==> config.mk <==
export PLATFORM = sky130hd
export DESIGN_NAME = issue_sequencer
export DESIGN_NICKNAME = d
export VERILOG_FILES = /design/src/rtl/issue_pkg.sv /design/src/rtl/issue_scoreboard.sv /design/src/rtl/issue_sequencer.sv
export SDC_FILE = /design/constraint.sdc
export NUM_CORES = 1
export LEC_CHECK = 0
export CAP_MARGIN = 0
export CORE_ASPECT_RATIO = 1.2
export CORE_MARGIN = 4
export CORE_UTILIZATION = 40
export DETAILED_ROUTE_END_ITERATION = 12
export PLACE_DENSITY = 0.72
export REMOVE_ABC_BUFFERS = 1
export SYNTH_ARGS = -nofsm -noshare
export SYNTH_HDL_FRONTEND = slang
export SYNTH_HIERARCHICAL = 1
export SYNTH_SLANG_ARGS = --single-unit
==> constraint.sdc <==
create_clock -name clk -period 4.4 [get_ports clk]
set_input_delay 0.66 -clock clk [delete_from_list [all_inputs] [get_ports clk]]
set_output_delay 0.66 -clock clk [all_outputs]
set_load 0.01 [all_outputs]
==> src/rtl/issue_pkg.sv <==
// issue_pkg: shared instruction field layout, special opcodes and sequencer
// state encoding for the issue sequencer and its scoreboard.
package issue_pkg;

    // Instruction field positions, shared with the decode unit
    localparam int IMM_BIT = 31;
    localparam int RS_HI   = 30;
    localparam int RS_LO   = 25;
    localparam int RD_HI   = 24;
    localparam int RD_LO   = 19;
    localparam int OP_HI   = 18;
    localparam int OP_LO   = 15;
    localparam int RT_HI   = 14;
    localparam int RT_LO   = 9;

    // Swapped-operand forms read RD as their second source instead of RT
    localparam logic [3:0] OP_SWAP_A = 4'b1011;
    localparam logic [3:0] OP_SWAP_B = 4'b1001;

    // The all-zero word reads nothing and writes nothing
    localparam logic [31:0] NOP_WORD = 32'd0;

    typedef enum logic [1:0] {
        RUN   = 2'd0,
        STALL = 2'd1,
        DRAIN = 2'd2
    } seq_state_e;

    // Up to three candidate source registers, each with its own live flag
    typedef struct packed {
        logic       rsLive;
        logic       rtLive;
        logic       rdLive;
        logic [5:0] rs;
        logic [5:0] rt;
        logic [5:0] rd;
    } src_set_t;

    // Work out which register fields an instruction actually reads
    function automatic src_set_t decodeSources(input logic [31:0] instr);
        src_set_t s;
        logic     isNop;
        logic     isSwap;
        isNop    = (instr == NOP_WORD);
        isSwap   = (instr[OP_HI:OP_LO] == OP_SWAP_A) || (instr[OP_HI:OP_LO] == OP_SWAP_B);
        s.rs     = instr[RS_HI:RS_LO];
        s.rt     = instr[RT_HI:RT_LO];
        s.rd     = instr[RD_HI:RD_LO];
        s.rsLive = !isNop;
        s.rdLive = !isNop && isSwap;
        s.rtLive = !isNop && !isSwap && !instr[IMM_BIT];
        return s;
    endfunction

endpackage

==> src/rtl/issue_scoreboard.sv <==
// issue_scoreboard: LAT-deep (valid, rd) pipe tracking issued register writes,
// with the source-match logic that reports a read-after-write hazard.
// Build option: ISSUE_FWD_EN excludes the final stage from the hazard check
// because the datapath forwards that result.
module issue_scoreboard
    import issue_pkg::*;
#(
    parameter int LAT = 3
) (
    input  logic       clk,
    input  logic       rst,
    input  logic       i_load,
    input  logic [5:0] i_loadRd,
    input  src_set_t   i_srcs,
    output logic       o_hazard,
    output logic       o_wbEn,
    output logic [5:0] o_wbRd,
    output logic       o_anyValid
);

`ifdef ISSUE_FWD_EN
    localparam int CHECK_N = LAT - 1;
`else
    localparam int CHECK_N = LAT;
`endif

    logic [LAT-1:0] r_valid;
    logic [5:0]     r_rd [LAT];
    logic           w_hazard;

    // Shift every stage down one place each cycle; stage 0 takes the new write
    always_ff @(posedge clk) begin
        if (rst) begin
            r_valid <= '0;
            for (int k = 0; k < LAT; k++) begin
                r_rd[k] <= 6'd0;
            end
        end else begin
            r_valid[0] <= i_load;
            r_rd[0]    <= i_loadRd;
            for (int k = 1; k < LAT; k++) begin
                r_valid[k] <= r_valid[k-1];
                r_rd[k]    <= r_rd[k-1];
            end
        end
    end

    // Any live source matching a pending destination in the checked stages blocks issue
    always_comb begin
        w_hazard = 1'b0;
        for (int k = 0; k < CHECK_N; k++) begin
            if (r_valid[k]) begin
                if ((i_srcs.rsLive && (i_srcs.rs == r_rd[k])) ||
                    (i_srcs.rtLive && (i_srcs.rt == r_rd[k])) ||
                    (i_srcs.rdLive && (i_srcs.rd == r_rd[k]))) begin
                    w_hazard = 1'b1;
                end
            end
        end
    end

    assign o_hazard   = w_hazard;
    assign o_wbEn     = r_valid[LAT-1] && !rst;
    assign o_wbRd     = o_wbEn ? r_rd[LAT-1] : 6'd0;
    assign o_anyValid = |r_valid;

endmodule

==> src/rtl/issue_sequencer.sv <==
// issue_sequencer: holds one decoded instruction, issues it to the ALU datapath
// once its sources are clear of the write scoreboard, and drives write-back.
// Build option: ISSUE_FWD_EN (final-stage forwarding, applied in issue_scoreboard).
module issue_sequencer
    import issue_pkg::*;
#(
    parameter int LAT  = 3,
    parameter int SB_W = 16
) (
    input  logic            clk,
    input  logic            rst,
    input  logic            in_valid,
    input  logic [31:0]     in_instr,
    output logic            in_ready,
    input  logic            flush,
    output logic            iss_valid,
    output logic [31:0]     iss_instr,
    input  logic            iss_ready,
    output logic            wb_en,
    output logic [5:0]      wb_rd,
    output logic [SB_W-1:0] stall_cnt,
    output logic            busy
);

    logic            r_hValid;
    logic [31:0]     r_hInstr;
    seq_state_e      r_state;
    seq_state_e      w_nextState;
    logic [SB_W-1:0] r_stallCnt;
    src_set_t        w_srcs;
    logic            w_hazard;
    logic            w_anyValid;
    logic            w_issValid;
    logic            w_inReady;
    logic            w_fire;
    logic            w_accept;
    logic            w_load;
    logic            w_wbEn;
    logic [5:0]      w_wbRd;

    // Sources of the held word; an empty hold register reads nothing
    always_comb begin
        w_srcs        = decodeSources(r_hInstr);
        w_srcs.rsLive = w_srcs.rsLive && r_hValid;
        w_srcs.rtLive = w_srcs.rtLive && r_hValid;
        w_srcs.rdLive = w_srcs.rdLive && r_hValid;
    end

    // A STALL releases in the very cycle its hazard clears, so only DRAIN blocks issue outright
    assign w_issValid = !rst && r_hValid && !w_hazard && (r_state != DRAIN);
    assign w_fire     = w_issValid && iss_ready;
    assign w_inReady  = !rst && !flush && (r_state != DRAIN) && (!r_hValid || w_fire);
    assign w_accept   = in_valid && w_inReady;
    assign w_load     = w_fire && (r_hInstr != NOP_WORD);

    issue_scoreboard #(
        .LAT(LAT)
    ) u_scoreboard (
        .clk       (clk),
        .rst       (rst),
        .i_load    (w_load),
        .i_loadRd  (r_hInstr[RD_HI:RD_LO]),
        .i_srcs    (w_srcs),
        .o_hazard  (w_hazard),
        .o_wbEn    (w_wbEn),
        .o_wbRd    (w_wbRd),
        .o_anyValid(w_anyValid)
    );

    // Hold register: flush discards it, an accept refills it, an issue empties it
    always_ff @(posedge clk) begin
        if (rst) begin
            r_hValid <= 1'b0;
            r_hInstr <= 32'd0;
        end else if (flush) begin
            r_hValid <= 1'b0;
            r_hInstr <= 32'd0;
        end else if (w_accept) begin
            r_hValid <= 1'b1;
            r_hInstr <= in_instr;
        end else if (w_fire) begin
            r_hValid <= 1'b0;
        end
    end

    // Sequencer state register
    always_ff @(posedge clk) begin
        if (rst) begin
            r_state <= RUN;
        end else begin
            r_state <= w_nextState;
        end
    end

    // Next state: hazards park us in STALL, flush drains the scoreboard before resuming
    always_comb begin
        w_nextState = r_state;
        case (r_state)
            RUN: begin
                if (flush) begin
                    w_nextState = DRAIN;
                end else if (r_hValid && w_hazard) begin
                    w_nextState = STALL;
                end
            end
            STALL: begin
                if (flush) begin
                    w_nextState = DRAIN;
                end else if (!w_hazard) begin
                    w_nextState = RUN;
                end
            end
            DRAIN: begin
                if (!flush && !w_anyValid) begin
                    w_nextState = RUN;
                end
            end
            default: w_nextState = RUN;
        endcase
    end

    // Count cycles spent blocked by a hazard, saturating; backpressure is not counted
    always_ff @(posedge clk) begin
        if (rst) begin
            r_stallCnt <= '0;
        end else if ((r_state == STALL) && w_hazard && (r_stallCnt != '1)) begin
            r_stallCnt <= r_stallCnt + SB_W'(1);
        end
    end

    assign in_ready  = w_inReady;
    assign iss_valid = w_issValid;
    assign iss_instr = r_hInstr;
    assign wb_en     = w_wbEn;
    assign wb_rd     = w_wbRd;
    assign stall_cnt = r_stallCnt;
    assign busy      = r_hValid || w_anyValid;

endmodule

# Word level (Yosys, flattened, before mapping)
# Memories as Yosys holds them, arrays and structs flattened.
# Index checks and enable logic that the tools add are counted.
dict set report totals {
  ff_bits 54
  latchBits 0
  ram_bits 18
  romBits 0
  output_inout_bits 58
  elab_cells 102
  n_memories 1
}
dict set report op_classes {
  n_addsub 1
  multipliers 0
  div 0
  order_cmp 0
  eq_ne 18
  shift 0
  n_mux 21
  n_bitwise 3
  reduce_logical 53
}
# memory depth word_bits read_ports rd_clocked_by_memory_dff wr line
set memory_table {}
lappend memory_table {u_scoreboard.r_rd 3 6 3 0 3 issue_scoreboard.sv:28} ;# logic [5:0] r_rd [LAT];
# cell n
set op_table {}
lappend op_table {{6-bit equality test} 9}
lappend op_table {{32-bit zero test} 1}
lappend op_table {{32-bit nonzero test} 1}
lappend op_table {{1-bit logical AND} 29}
lappend op_table {{6-bit 2-to-1 mux} 4}
lappend op_table {{16-bit by 1-bit adder with 16-bit output, second input constant} 1}
lappend op_table {{16-bit inequality test, second input constant} 1}
lappend op_table {{1-bit 2-to-1 mux} 11}
lappend op_table {{2-bit 2-to-1 mux} 5}
lappend op_table {{1-bit logical OR} 9}
lappend op_table {{4-bit equality test, second input constant} 2}
lappend op_table {{1-bit zero test} 8}
lappend op_table {{3-bit inequality test, second input constant} 2}
lappend op_table {{2-bit case mux with 3 select lines} 1}
lappend op_table {{2-bit inequality test, second input constant} 2}
lappend op_table {{1-bit OR} 3}
lappend op_table {{3-bit AND reduction} 1}
lappend op_table {{3-bit OR reduction} 1}
lappend op_table {{2-bit by 1-bit equality test with 1-bit output, second input constant} 1}
lappend op_table {{2-bit equality test, second input constant} 1}
lappend op_table {{2-bit zero test} 1}
lappend op_table {{2-bit nonzero test} 1}
lappend op_table {{2-bit OR reduction} 1}

# Logic depth before layout (Yosys ltp)
dict set report depth {
  depth_word 23
  depth_mapped 13
}

# Modules after synthesis
# The synthesis kept the hierarchy.
# module n_inst cells_per_inst area_per_inst_um2 seq_area_each_um2
set by_module_without_submodules {}
lappend by_module_without_submodules {issue_sequencer 1 287 2287.2 1021.0}
lappend by_module_without_submodules {issue_scoreboard 1 128 1224.9 420.4}

# Worst setup path after synthesis
# Ideal clock, no wire load.
dict set report synth_path {
  path_kind {flip-flop to flip-flop}
  start {register r_hInstr[20], in the netlist iss_instr[20]}
  end {register r_stallCnt[15], in the netlist stall_cnt[15]}
  setup_time_ps 70
  arrival_time_ps 2800
  required_time_ps 4330
  slack_ps 1529
  stages_incl_launch_ff 13
  path_buffers 0
  cell_sequence {dfxtp_1 -> nor4_1 -> nand4_1 -> o21ai_0 -> nor3b_1 -> nand4_1 -> nor4_1 -> o31ai_1 -> nand3_1 -> nand3b_1 -> or4_4 -> or4_1 -> a21oi_1}
}
# item line
set synth_rtl {}
lappend synth_rtl {{start, declared} issue_sequencer.sv:26} ;# logic [31:0] r_hInstr;
lappend synth_rtl {{start signal, assigned} issue_sequencer.sv:80} ;# r_hInstr <= in_instr;
lappend synth_rtl {{end signal, assigned} issue_sequencer.sv:127} ;# r_stallCnt <= r_stallCnt + SB_W'(1);
lappend synth_rtl {{end, declared} issue_sequencer.sv:29} ;# logic [SB_W-1:0] r_stallCnt;

==> impl_metrics.env <==
export IMPL_status="finished clean"
export IMPL_powerDensity_nw_per_um2=298
export IMPL_drive_gt1_share_pct=5.84
export IMPL_cts_repair_resized=0
export IMPL_slew_violations=0
export IMPL_start_util_pct=41.0
export IMPL_end_kind="output port"
export IMPL_ys_seq_elements=72
export IMPL_first_iter_violations=135
export IMPL_cap_violations=0
export IMPL_synth_top_cell_by_area="dfxtp_1"
export IMPL_coreArea_sq_um=8560
export IMPL_post_place_ws_ns=0.521
export IMPL_start_kind="register"
export IMPL_grt_pass1_vias=3168
export IMPL_place_port_buffers=94
export IMPL_ant_nets=0
export IMPL_min_to="iss_instr[1]$_SDFFE_PP0P_"
export IMPL_cts_made_buffers=9
export IMPL_fillers=782
export IMPL_syn_to_final_growth_pct=33.9
export IMPL_antenna_found_initial=0
export IMPL_post_drt_via_cell_ratio=5.24
export IMPL_route_detailed_drc=0
export IMPL_cts_path_max_buffers=2
export IMPL_dieArea_sq_um=10300
export IMPL_tns_ns=0
export IMPL_wl_per_cell_um=16.0
export IMPL_worst_slew_pin_slew_ns=1.24
export IMPL_hold_class="register to register"
export IMPL_synth_cell_types=40
export IMPL_n_antenna_cell=0
export IMPL_syn_area_sq_um=3510
export IMPL_core_rowCount=37
export IMPL_rrSetupSlack_ns=0.92
export IMPL_r2r_end="stall_cnt[15]$_SDFFE_PP0P_"
export IMPL_ys_warn_count=6
export IMPL_grt_setup_unrepaired="false"
export IMPL_required_ns=3.74
export IMPL_max_freq_mhz=243
export IMPL_reg2reg_depth=12
export IMPL_synth_edf_count=0
export IMPL_cp_slowest_cell="clkdlybuf4s50_1"
export IMPL_place_hpwl_um=7370
export IMPL_fin_crit_ns=4.11
export IMPL_grt_overflow=0
export IMPL_drt_first_pass_iters=4
export IMPL_cts_tree="done"
export IMPL_synth_area_leaders="dfxtp_1, nand2_1, xor2_1"
export IMPL_postCtsSetupRepairBufs=0
export IMPL_io_pins=95
export IMPL_crit_chain="nor4_1 > nand4_1 > o21ai_1 > inv_1 > nand4_1 > nor4_1 > o31ai_1 > nand3_1 > nor2b_1 > o211a_1 > clkdlybuf4s50_1"
export IMPL_synth_top_area_share_pct=41.0
export IMPL_drt_wl_total_um=9800
export IMPL_crit_fanout=6
export IMPL_ys_seq_area_share_pct=41.0
export IMPL_skew_ns=0.00931
export IMPL_die_height_um=111
export IMPL_htreeDepth=3
export IMPL_grt_max_degree=35
export IMPL_cpPeakStageDelay_ns=0.53
export IMPL_ir_drop_mv=0.188
export IMPL_hold_buffers=0
export IMPL_die_w_um=93.5
export IMPL_min_from="iss_instr[1]$_SDFFE_PP0P_"
export IMPL_gp_congestion=0.913
export IMPL_async_flop_share_pct=0
export IMPL_p_leak_nw=1.70
export IMPL_vias=3220
export IMPL_critical_path_class="register to output port"
export IMPL_synthFlopType="dfxtp_1"
export IMPL_cts_root_buf="clkbuf_8"
export IMPL_r2r_start="iss_instr[28]$_SDFFE_PP0P_"
export IMPL_avgSynthCellArea_sq_um=8.46
export IMPL_fin_nets=530
export IMPL_finalSetupViolCount=0
export IMPL_hold_viol_final=0
export IMPL_grt_usage_pct=19.2
export IMPL_setup_slack_ns=0.290
export IMPL_hold_depth=2
export IMPL_maxSlewHeadroom_pct=16.6
export IMPL_clock_latency_ns=0.35
export IMPL_clock_sink_count=72
export IMPL_crit_arrival_ns=3.45
export IMPL_grt_first_pass_wirelength_um=15700
export IMPL_synth_cells=415
export IMPL_fin_crit_sh_pct=93.4
export IMPL_clkTransAtPathRegs_ns=0.08
## where the power goes
part | leakage [nW] | switching (W) | internal (W)
Combinational | 0.991 | 0.0000375 | 0.0000489
Sequential | 0.581 | 0.00000813 | 0.000656
Clock | 0.126 | 0.000269 | 0.000384
## through the flow
stage | instances | util (%) | hold WS [ns] | power [W] | instance area [sq um]
5_1_grt | 614 | 54.9 | 0.511 | 0.00145 | 4700
3_3_place_gp | 598 | 52.0 | 0.459 | 0.000766 | 4450
3_5_place_dp | 598 | 52.0 | 0.467 | 0.000765 | 4450
4_1_cts | 614 | 54.9 | 0.477 | 0.00142 | 4700
2_1_floorplan | 382 | - | 0.452 | 0.000706 | 3320
6_report | 614 | 54.9 | 0.473 | 0.00140 | 4700
## cell type report
type / count / area, sq um / share of cell area [%]
clock inverter: 7 / 128 / 2.71
timing repair buffer: 99 / 978 / 20.8
tap: 117 / 146 / 3.11
clock buffer: 9 / 124 / 2.63
multi-input combinational: 306 / 1870 / 39.8
inverter: 4 / 15.0 / 0.319
sequential: 72 / 1440 / 30.7
## per-layer routing
layer  vias up  wire length (um)  global-route usage (%)
li1       1584                 -                       -
met4         0               172                    7.61
met5         -                 0                       0
met3        15               614                    4.63
met1      1506              4120                    22.6
met2       115              4890                    33.3
## kinds of logic after synthesis
group                    Yosys count  synth area share (%)
AND/OR/NAND/NOR                  178                  26.8
XOR/XNOR                          55                  13.7
flip-flops                        72                  41.0
buffers and inverters             37                  5.91
AO/OA/AOI/OAI                     70                  11.6
multiplexers                       2                 0.570
adder cells (fa/ha/maj)            1                 0.356
## sequential cells by signal, indices dropped and copies added (netlist names)
name                  count
u_scoreboard/r_valid      3
r_hValid                  1
iss_instr                32
stall_cnt                16
u_scoreboard/r_rd        18
r_state                   2
## cells in the final DEF, fill, tap and decap left out, types with 10 or more instances in the layout
cell              n
xnor2_1          27
nand2_1          69
o31ai_1          10
xor2_1           28
nor2b_1          23
nor4_1           18
dfxtp_1          72
a21oi_1          47
nor2_1           10
clkdlybuf4s50_1  94
nand4_1          16
## critical path, delay by kind of cell, from the launching register on
kind,cells,cell delay (ns)
simple gates,6,1.29
flops,1,0.41
buf+inv,2,0.68
compound gates,3,0.72
## cells in the mapped netlist, types with 10 or more instances
cell type and count:
dfxtp_1 72, nand2_1 69, a21oi_1 47, xor2_1 28
xnor2_1 27, nor2b_1 23, buf_4 18, nor4_1 18
nand4_1 16, clkbuf_1 12, nor2_1 10, o31ai_1 10
## worst max-delay path by stage
stage,from,endpoint,slack (ns)
after CTS,iss_instr[29]$_SDFFE_PP0P_,in_ready,0.11
final,iss_instr[29]$_SDFFE_PP0P_,in_ready,0.29
after global placement,iss_instr[29]$_SDFFE_PP0P_,in_ready,0.51
after floorplan,iss_instr[20]$_SDFFE_PP0P_,iss_instr[0]$_SDFFE_PP0P_,1.15
after global routing,iss_instr[28]$_SDFFE_PP0P_,in_ready,0.04
after detailed placement,iss_instr[29]$_SDFFE_PP0P_,in_ready,0.52
(Power assumes the default switching activity.)
